$ cat src/rtl/mem_bus_arbiter_pkg.sv
// Shared types and defaults for the cache/main-memory bus arbiter.
// States are plain constants so the encoding stays visible in legacy dumps.
package mem_bus_arbiter_pkg;

  localparam int ADDR_W_DEF       = 28;
  localparam int BLOCK_W_DEF      = 128;
  localparam int STARVE_LIMIT_DEF = 4;

  typedef logic [2:0] state_t;

  localparam logic [2:0] ST_IDLE    = 3'd0;
  localparam logic [2:0] ST_SERVE_I = 3'd1;
  localparam logic [2:0] ST_SERVE_D = 3'd2;
  localparam logic [2:0] ST_RELEASE = 3'd3;
  localparam logic [2:0] ST_QUIESCE = 3'd4;

  typedef enum logic [1:0] {
    OWNER_NONE = 2'd0,
    OWNER_I    = 2'd1,
    OWNER_D    = 2'd2
  } owner_t;

endpackage

$ cat src/rtl/mem_bus_arbiter_priority_select.sv
// Dcache-first grant selection, with a saturating counter that hands the bus
// to the icache once the dcache has won STARVE_LIMIT grants in a row.
module arb_priority_select
  import mem_bus_arbiter_pkg::*;
#(
  parameter int STARVE_LIMIT = STARVE_LIMIT_DEF
) (
  input  logic   clk,
  input  logic   reset,
  input  logic   pick_en,
  input  logic   i_req,
  input  logic   d_req,
  output owner_t grant
);

  localparam int CNT_W = $clog2(STARVE_LIMIT + 1);

  logic [CNT_W-1:0] starve_cnt;
  logic             starved;

  assign starved = (starve_cnt == CNT_W'(STARVE_LIMIT));

  always_comb begin
    grant = OWNER_NONE;
    if (pick_en) begin
      if (d_req && !starved)  grant = OWNER_D;
      else if (i_req)         grant = OWNER_I;
      else if (d_req)         grant = OWNER_D;
    end
  end

  // Counts only dcache wins taken while the icache was left waiting.
  always_ff @(posedge clk or negedge reset) begin
    if (!reset) begin
      starve_cnt <= '0;
    end else if (grant == OWNER_I) begin
      starve_cnt <= '0;
    end else if (grant == OWNER_D) begin
      if (!i_req)        starve_cnt <= '0;
      else if (!starved) starve_cnt <= starve_cnt + CNT_W'(1);
    end
  end

endmodule

$ cat src/rtl/mem_bus_arbiter.sv
// Arbitrates the single main-memory block port between icache and dcache,
// with a quiesce handshake that freezes the bus for cache-context switches.
module mem_bus_arbiter
  import mem_bus_arbiter_pkg::*;
#(
  parameter int ADDR_W       = ADDR_W_DEF,
  parameter int BLOCK_W      = BLOCK_W_DEF,
  parameter int STARVE_LIMIT = STARVE_LIMIT_DEF
) (
  input  logic               clk,
  input  logic               reset,
  input  logic               i_read,
  input  logic [ADDR_W-1:0]  i_address,
  output logic [BLOCK_W-1:0] i_readdata,
  output logic               i_ready,
  input  logic               d_read,
  input  logic               d_write,
  input  logic [ADDR_W-1:0]  d_address,
  input  logic [BLOCK_W-1:0] d_writedata,
  output logic [BLOCK_W-1:0] d_readdata,
  output logic               d_ready,
  output logic               mem_read,
  output logic               mem_write,
  output logic [ADDR_W-1:0]  mem_address,
  output logic [BLOCK_W-1:0] mem_writedata,
  input  logic [BLOCK_W-1:0] mem_readdata,
  input  logic               mem_ready,
  input  logic               switch_req,
  output logic               switch_ack
);

  state_t state;
  owner_t grant;
  logic   d_req;
  logic   pick_en;

  assign d_req   = d_read | d_write;
  assign pick_en = (state == ST_IDLE) && !switch_req;

  arb_priority_select #(.STARVE_LIMIT(STARVE_LIMIT)) u_select (
    .clk     (clk),
    .reset   (reset),
    .pick_en (pick_en),
    .i_req   (i_read),
    .d_req   (d_req),
    .grant   (grant)
  );

  always_ff @(posedge clk or negedge reset) begin
    if (!reset) begin
      state         <= ST_IDLE;
      i_readdata    <= '0;
      i_ready       <= 1'b0;
      d_readdata    <= '0;
      d_ready       <= 1'b0;
      mem_read      <= 1'b0;
      mem_write     <= 1'b0;
      mem_address   <= '0;
      mem_writedata <= '0;
      switch_ack    <= 1'b0;
    end else begin
      i_ready <= 1'b0;
      d_ready <= 1'b0;
      case (state)
        ST_IDLE: begin
          if (switch_req) begin
            state      <= ST_QUIESCE;
            switch_ack <= 1'b1;
          end else if (grant == OWNER_D) begin
            // A write-back wins over a simultaneous read from the same cache.
            state         <= ST_SERVE_D;
            mem_write     <= d_write;
            mem_read      <= !d_write;
            mem_address   <= d_address;
            mem_writedata <= d_writedata;
          end else if (grant == OWNER_I) begin
            state         <= ST_SERVE_I;
            mem_read      <= 1'b1;
            mem_address   <= i_address;
            mem_writedata <= '0;
          end
        end
        ST_SERVE_I: begin
          if (mem_ready) begin
            mem_read   <= 1'b0;
            i_readdata <= mem_readdata;
            i_ready    <= 1'b1;
            state      <= ST_RELEASE;
          end
        end
        ST_SERVE_D: begin
          if (mem_ready) begin
            if (mem_read) d_readdata <= mem_readdata;
            mem_read  <= 1'b0;
            mem_write <= 1'b0;
            d_ready   <= 1'b1;
            state     <= ST_RELEASE;
          end
        end
        ST_RELEASE: begin
          if (switch_req) begin
            state      <= ST_QUIESCE;
            switch_ack <= 1'b1;
          end else begin
            state <= ST_IDLE;
          end
        end
        ST_QUIESCE: begin
          if (!switch_req) begin
            state      <= ST_IDLE;
            switch_ack <= 1'b0;
          end
        end
        default: begin
          state      <= ST_IDLE;
          switch_ack <= 1'b0;
        end
      endcase
    end
  end

endmodule
$ cat config.mk
export PLATFORM = sky130hd
export DESIGN_NAME = mem_bus_arbiter
export DESIGN_NICKNAME = d
export VERILOG_FILES = /design/src/rtl/mem_bus_arbiter_pkg.sv /design/src/rtl/mem_bus_arbiter_priority_select.sv /design/src/rtl/mem_bus_arbiter.sv
export SDC_FILE = /design/constraint.sdc
export NUM_CORES = 1
export LEC_CHECK = 0
export ABC_AREA = 1
export CAP_MARGIN = 5
export CORE_AREA = 2 2 284 286
export DETAILED_ROUTE_END_ITERATION = 8
export DIE_AREA = 0 0 286 288
export SLEW_MARGIN = 20
export SYNTH_ARGS = -nofsm -noshare
export SYNTH_HDL_FRONTEND = slang
export SYNTH_SLANG_ARGS = --single-unit
export TNS_END_PERCENT = 30
$ cat constraint.sdc
create_clock -name clk -period 4.9 [get_ports clk]
set_clock_uncertainty 0.05 [all_clocks]
set_input_delay 0.98 -clock clk [delete_from_list [all_inputs] [get_ports clk]]
set_output_delay 0.98 -clock clk [all_outputs]
set_load 0.01 [all_outputs]
==> results of run 1 <==
==> cells by family after synthesis <==
group | Yosys count | share of synthesized area, %
multiplexers | 28 | 1.705
AO/OA/AOI/OAI | 292 | 8.974
adder cells (fa/ha/maj) | 4 | 0.3045
flip-flops | 423 | 64.39
XOR/XNOR | 1 | 0.05329
AND/OR/NAND/NOR | 729 | 17.92
buffers and inverters | 258 | 6.652
==> sequential cells by signal, summed over array words and instances (netlist names) <==
signal,flops
mem_read,1
state,3
d_ready,1
i_ready,1
mem_write,1
i_readdata,128
mem_writedata,128
d_readdata,128
u_select.starve_cnt,3
switch_ack,1
mem_address,28
==> per-stage QoR <==
| stage | power [W] | std cells | worst slack [ns] |
|---|---|---|---|
| 3_3_place_gp | 0.01218 | 3451 | 0.8652 |
| 2_1_floorplan | 0.008163 | 1735 | 2.202 |
| 3_5_place_dp | 0.01226 | 3453 | 0.7970 |
| 4_1_cts | 0.01595 | 3542 | 1.402 |
| 6_report | 0.01567 | 3542 | 1.426 |
| 5_1_grt | 0.01672 | 3542 | 1.121 |
==> power by group <==
group	leakage, nW	switching, W	internal [W]	total, W
clock	0.774	0.00145	0.00211	0.00356
combinational	6.18	0.00297	0.00339	0.00636
sequential	5.49	0.000820	0.00494	0.00576
==> final cells by class <==
class | instances | area share [%]
Multi-Input combinational cell | 1054 | 18.03
Inverter | 149 | 2.124
Timing Repair Buffer | 767 | 29.11
Clock buffer | 78 | 5.556
Clock inverter | 11 | 0.3532
Sequential cell | 423 | 39.84
Tap cell | 1060 | 4.991
==> cells in the mapped netlist, types with 2 or more instances <==
master / instances
inv_1: 146
inv_2: 3
buf_2: 67
nand4_1: 4
mux2i_1: 28
nor2_1: 10
a21oi_1: 3
buf_4: 11
o21ai_2: 3
nand2_1: 566
nand3_1: 143
o21ai_1: 147
dfrtp_1: 423
clkbuf_1: 31
ha_1: 4
o21ai_0: 138
nand2_2: 2
==> cell usage in the layout (no fill, tap or decap), types with 12 or more instances in the layout <==
cell and count:
clkdlybuf4s50_1 734, nand2_1 566, dfrtp_1 423, o21ai_1 147, inv_1 146, nand3_1 143, o21ai_0 138, clkbuf_16 50
mux2i_1 28, buf_4 20, clkbuf_1 16, clkbuf_8 12
==> routing by layer <==
layer,up-vias,share of wire [%],track usage [%]
met5,-,0.088,0
met2,565,48,23.26
met4,8,3.8,5.183
met3,107,9.4,5.032
met1,6552,38,15.28
li1,6943,-,-
==> final timing paths <==
kind / start / endpoint / cells past startpoint
max: switch_req / mem_address[26]$_DFFE_PN0P_ / 11
min: reset / i_readdata[49]$_DFFE_PN0P_ / 1
max reg2reg: state[1]$_DFFE_PN0P_ / mem_address[26]$_DFFE_PN0P_ / 10
min reg2reg: mem_writedata[95]$_DFFE_PN0P_ / mem_writedata[95]$_DFFE_PN0P_ / 2
max in group asynchronous: reset / i_readdata[57]$_DFFE_PN0P_ / 2
min in group clk: mem_writedata[95]$_DFFE_PN0P_ / mem_writedata[95]$_DFFE_PN0P_ / 2
==> metrics.txt, run 1 <==
status=complete, no violations; critical-path cell list=clkdlybuf4s50_1, nor2_1, nand2_2, nor3_1, inv_1, ha_1, nor2_4, inv_6, buf_12, nand2_1, o21ai_1; Crit Path Class=primary input to flop; Horiz. Die Dim=286 microns; Worst Path Max Fanout=116; drt pass-1 iters=5; period utilisation layout=70.89%; diode count=0; Least-Margin Pin Slew=0.9810 ns; Pwr Density=589.9 mW/mm^2; Total Neg Setup Slack=0 ns; # Post-CTS Setup Buffers=0; post-route design area=0.02657 sq mm; Synth area leader=dfrtp_1; Hold Crit Class=primary input to asynchronous set/reset pin; die height=288 microns; Die Area=0.08237 sq mm; post-CTS sizing=0; DRC viols=0; FF+latch area=0.01059 sq mm; post-route ant nets=0; Initial Util=20.64%; CP bufs+invs=4; FFs w/ async S/R, synth=100.0%; Max IR drop VDD=382.0 uV; max-slew violations=0; Final setup viols=0; wire length per cell=16.42 microns; Total GRT Usage=13.55%; global-route wire length before repair=87.12 mm; vias in the first global route=14240; Final min period=3.474 ns; Clk Latency, worst-skew pair=0.58 ns; Rows=104; Hold Fails Final Rpt=0; Peak Freq=287.9 MHz; Post-synth EDFFs=0; post-synthesis cell area=0.01644 sq mm; Worst Setup End Kind=flop; Core ar.=0.07964 sq mm; area growth from synthesis to layout=61.65%; post-synthesis register bit count=423; R2R Setup Slk=1.89 ns; leakage=12.44 nW; I/O Buffers=735; RSZ-0062 raised after global routing=no; Max clock buf depth=3; hold_buf cts=0; most area-consuming cells after synthesis=dfrtp_1, nand2_1, o21ai_1; Top Ports=736; critical path data required time=5.33 ns; post-synth net total=2058; Post-Place Cell Area=0.02500 sq mm; Clock Pin Slew Worst Setup and Hold Paths=0.06 ns; root buf cell=clkbuf_16; gpl congestion=0.7961; largest net degree at the start of global routing=130; post-synthesis cell type count=23; initial DRC count=641; Min Hold Slack=0.3523 ns; initial antenna violation count=4; critical path launch point type=primary input; ys flop type=dfrtp_1; register area share after synthesis=64.39%; WP data arrival=3.91 ns; gr ovfl total=0; proportion of netlist area held by the largest area contributor=64.39%; Final Util=33.37%; Post-DP HPWL=43.29 mm; synthesized instance count=1735; # fillers=8146; CTS tree=done; WL final=58.16 mm; CTS buffer count=49; critical path's largest stage delay=0.56 ns; layout cells sized above 1=4.714%; Crit-path slowest cell=inv_6; Slew headroom=34.60%; DR vias/cell=4.002; max cap viols=0; syn_area_per_cell=9.475 sq um; vias post-DR=14180; multi-input combinational cell area=0.004791 sq mm; H-tree Lvls=2; fin nets=2767; Synthesis Warnings=0; CTS sink cnt=423; Crit path max-delay family=buffers and inverters
No activity file was read; power rests on OpenSTA's default activity.
==> run 2: changes to the inputs <==
- CORE_AREA: 2 2 284 286 -> 2 2 286 288
- DIE_AREA: 0 0 286 288 -> 0 0 288 290
- clock period: 4.9 -> 3.45 ns (I/O delays scaled with it)
==> metrics.txt, run 2 (synthesis gave the netlist of run 1 again) <==
status=complete, no violations; Hold Fails Final Rpt=0 (unchanged); Max clock buf depth=3 (unchanged); Slew headroom=51.73% (+17 points); Critical Path Source=switch_req; Hold Crit Class=primary input to asynchronous set/reset pin; Final Power=0.02207 W (+41%); Clk Latency, worst-skew pair=0.56 ns (-0.02 ns); initial DRC count=781 (+22%); Post-DP HPWL=44.33 mm (+2.4%); Total Neg Setup Slack=0 ns (unchanged); Horiz. Die Dim=288 microns (+0.70%); WL final=58.68 mm (+0.89%); multi-input combinational cell area=0.004791 sq mm (unchanged); worst slack, placed=0.3241 ns (-0.4729 ns); I/O Buffers=735 (unchanged); critical path launch point type=primary input; largest net degree at the start of global routing=101 (-22%); Top Ports=736 (unchanged); Total GRT Usage=13.61% (+0.053 points); FF+latch area=0.01059 sq mm (unchanged); Final setup viols=0 (unchanged); CTS sink cnt=423 (unchanged); commonest non-fill, non-tap cell in the layout=clkdlybuf4s50_1; reg2reg start=state[1]$_DFFE_PN0P_; post-CTS sizing=0 (unchanged); vias in the first global route=14350 (+0.82%); wire length per cell=16.53 microns (+0.66%); Min Hold Slack=0.1015 ns (-0.2508 ns); commonest non-fill, non-tap cells in the layout=clkdlybuf4s50_1, nand2_1, dfrtp_1; WP data arrival=2.96 ns (-0.95 ns); die height=290 microns (+0.69%); Clock Pin Slew Worst Setup and Hold Paths=0.06 ns (about the same); Worst Setup End Kind=flop; period utilisation layout=74.60%; gr ovfl total=0 (unchanged); gpl congestion=0.8133 (+2.2%); layout cells sized above 1=5.183% (+0.47 points); RSZ-0062 raised after global routing=no; Rows=104 (unchanged); Initial Util=20.51% (-0.13 points); # Post-CTS Setup Buffers=0 (unchanged); area growth from synthesis to layout=62.36%; root buf cell=clkbuf_16; Core ar.=0.08016 sq mm (+0.65%); Peak Freq=388.6 MHz; CTS buffer count=47 (-4.1%); post-route ant nets=0 (unchanged); leakage=12.52 nW (+0.59%); max-slew violations=0 (unchanged); global-route wire length before repair=88.40 mm (+1.5%); CTS tree=done; drt pass-1 iters=5 (unchanged); max cap viols=0 (unchanged); Crit Path Class=primary input to flop; Pwr Density=826.9 mW/mm^2 (+40%); hold_buf cts=0 (unchanged); # fillers=8276 (+1.6%); final setup margin=0.8764 ns (-0.5499 ns); Least-Margin Pin Slew=0.7241 ns (-0.2569 ns); Final min period=2.574 ns; critical path data required time=3.83 ns (-1.50 ns); DR vias/cell=3.998 (about the same); DRC viols=0 (unchanged); fin nets=2779 (+0.43%); Worst Path Max Fanout=55 (-53%); vias post-DR=14190 (+0.13%); Regs by FF count=d_readdata x128, i_readdata x128, mem_writedata x128; Die Area=0.08352 sq mm (+1.4%); initial antenna violation count=9 (+5); H-tree Lvls=2 (unchanged); Max IR drop VDD=424.6 uV (+11%)
## run 2: routing by layer
metal / up-vias / track usage, % / wire [microns]
met5: - / 0 / 83
met4: 12 / 5.560 / 2465
met3: 110 / 4.953 / 5710
met2: 557 / 23.33 / 28330
met1: 6531 / 15.16 / 22090
li1: 6983 / - / -
## run 2: stage by stage
stage | util [%] | instance area [sq um] | std cells
2_1_floorplan | - | 16440 | 1735
3_3_place_gp | 31.45 | 25210 | 3467
3_5_place_dp | 31.45 | 25210 | 3467
4_1_cts | 33.29 | 26690 | 3549
5_1_grt | 33.30 | 26690 | 3550
6_report | 33.30 | 26690 | 3550
## run 2: where the power goes
group | total, W | internal (W) | switching [W]
combinational | 0.00908 | 0.00485 | 0.00423
sequential | 0.00815 | 0.00701 | 0.00113
clock | 0.00484 | 0.00283 | 0.00202
## run 2: layout make-up
cell class                      count  share of cell area (%)
Antenna cell                        1                0.009376
Sequential cell                   423                   39.66
Inverter                          149                   2.114
Clock buffer                       70                   5.180
Timing Repair Buffer              781                   29.77
Multi-Input combinational cell   1054                   17.95
Tap cell                         1060                   4.969
Clock inverter                     12                  0.3469
## run 2: worst max-delay path, stage by stage
cell and delay, ns:
clkdlybuf4s50_1 0.48, nor2_1 0.18, nand2_2 0.11, nor3_1 0.20, inv_1 0.07, ha_1 0.36
nor2_4 0.18, buf_12 0.19, inv_6 0.11, buf_12 0.20, nand2_1 0.08, o21ai_1 0.06
## run 2: final timing paths
| path | endpoint | slack, ns | depth (start not counted) |
|---|---|---|---|
| max | mem_address[19]$_DFFE_PN0P_ | 0.88 | 12 |
| min | mem_address[7]$_DFFE_PN0P_ | 0.10 | 1 |
| max reg2reg | mem_address[19]$_DFFE_PN0P_ | 0.96 | 11 |
| min reg2reg | mem_write$_DFFE_PN0P_ | 0.42 | 2 |
| max in group asynchronous | mem_writedata[14]$_DFFE_PN0P_ | 2.33 | 3 |
| min in group clk | mem_write$_DFFE_PN0P_ | 0.42 | 2 |
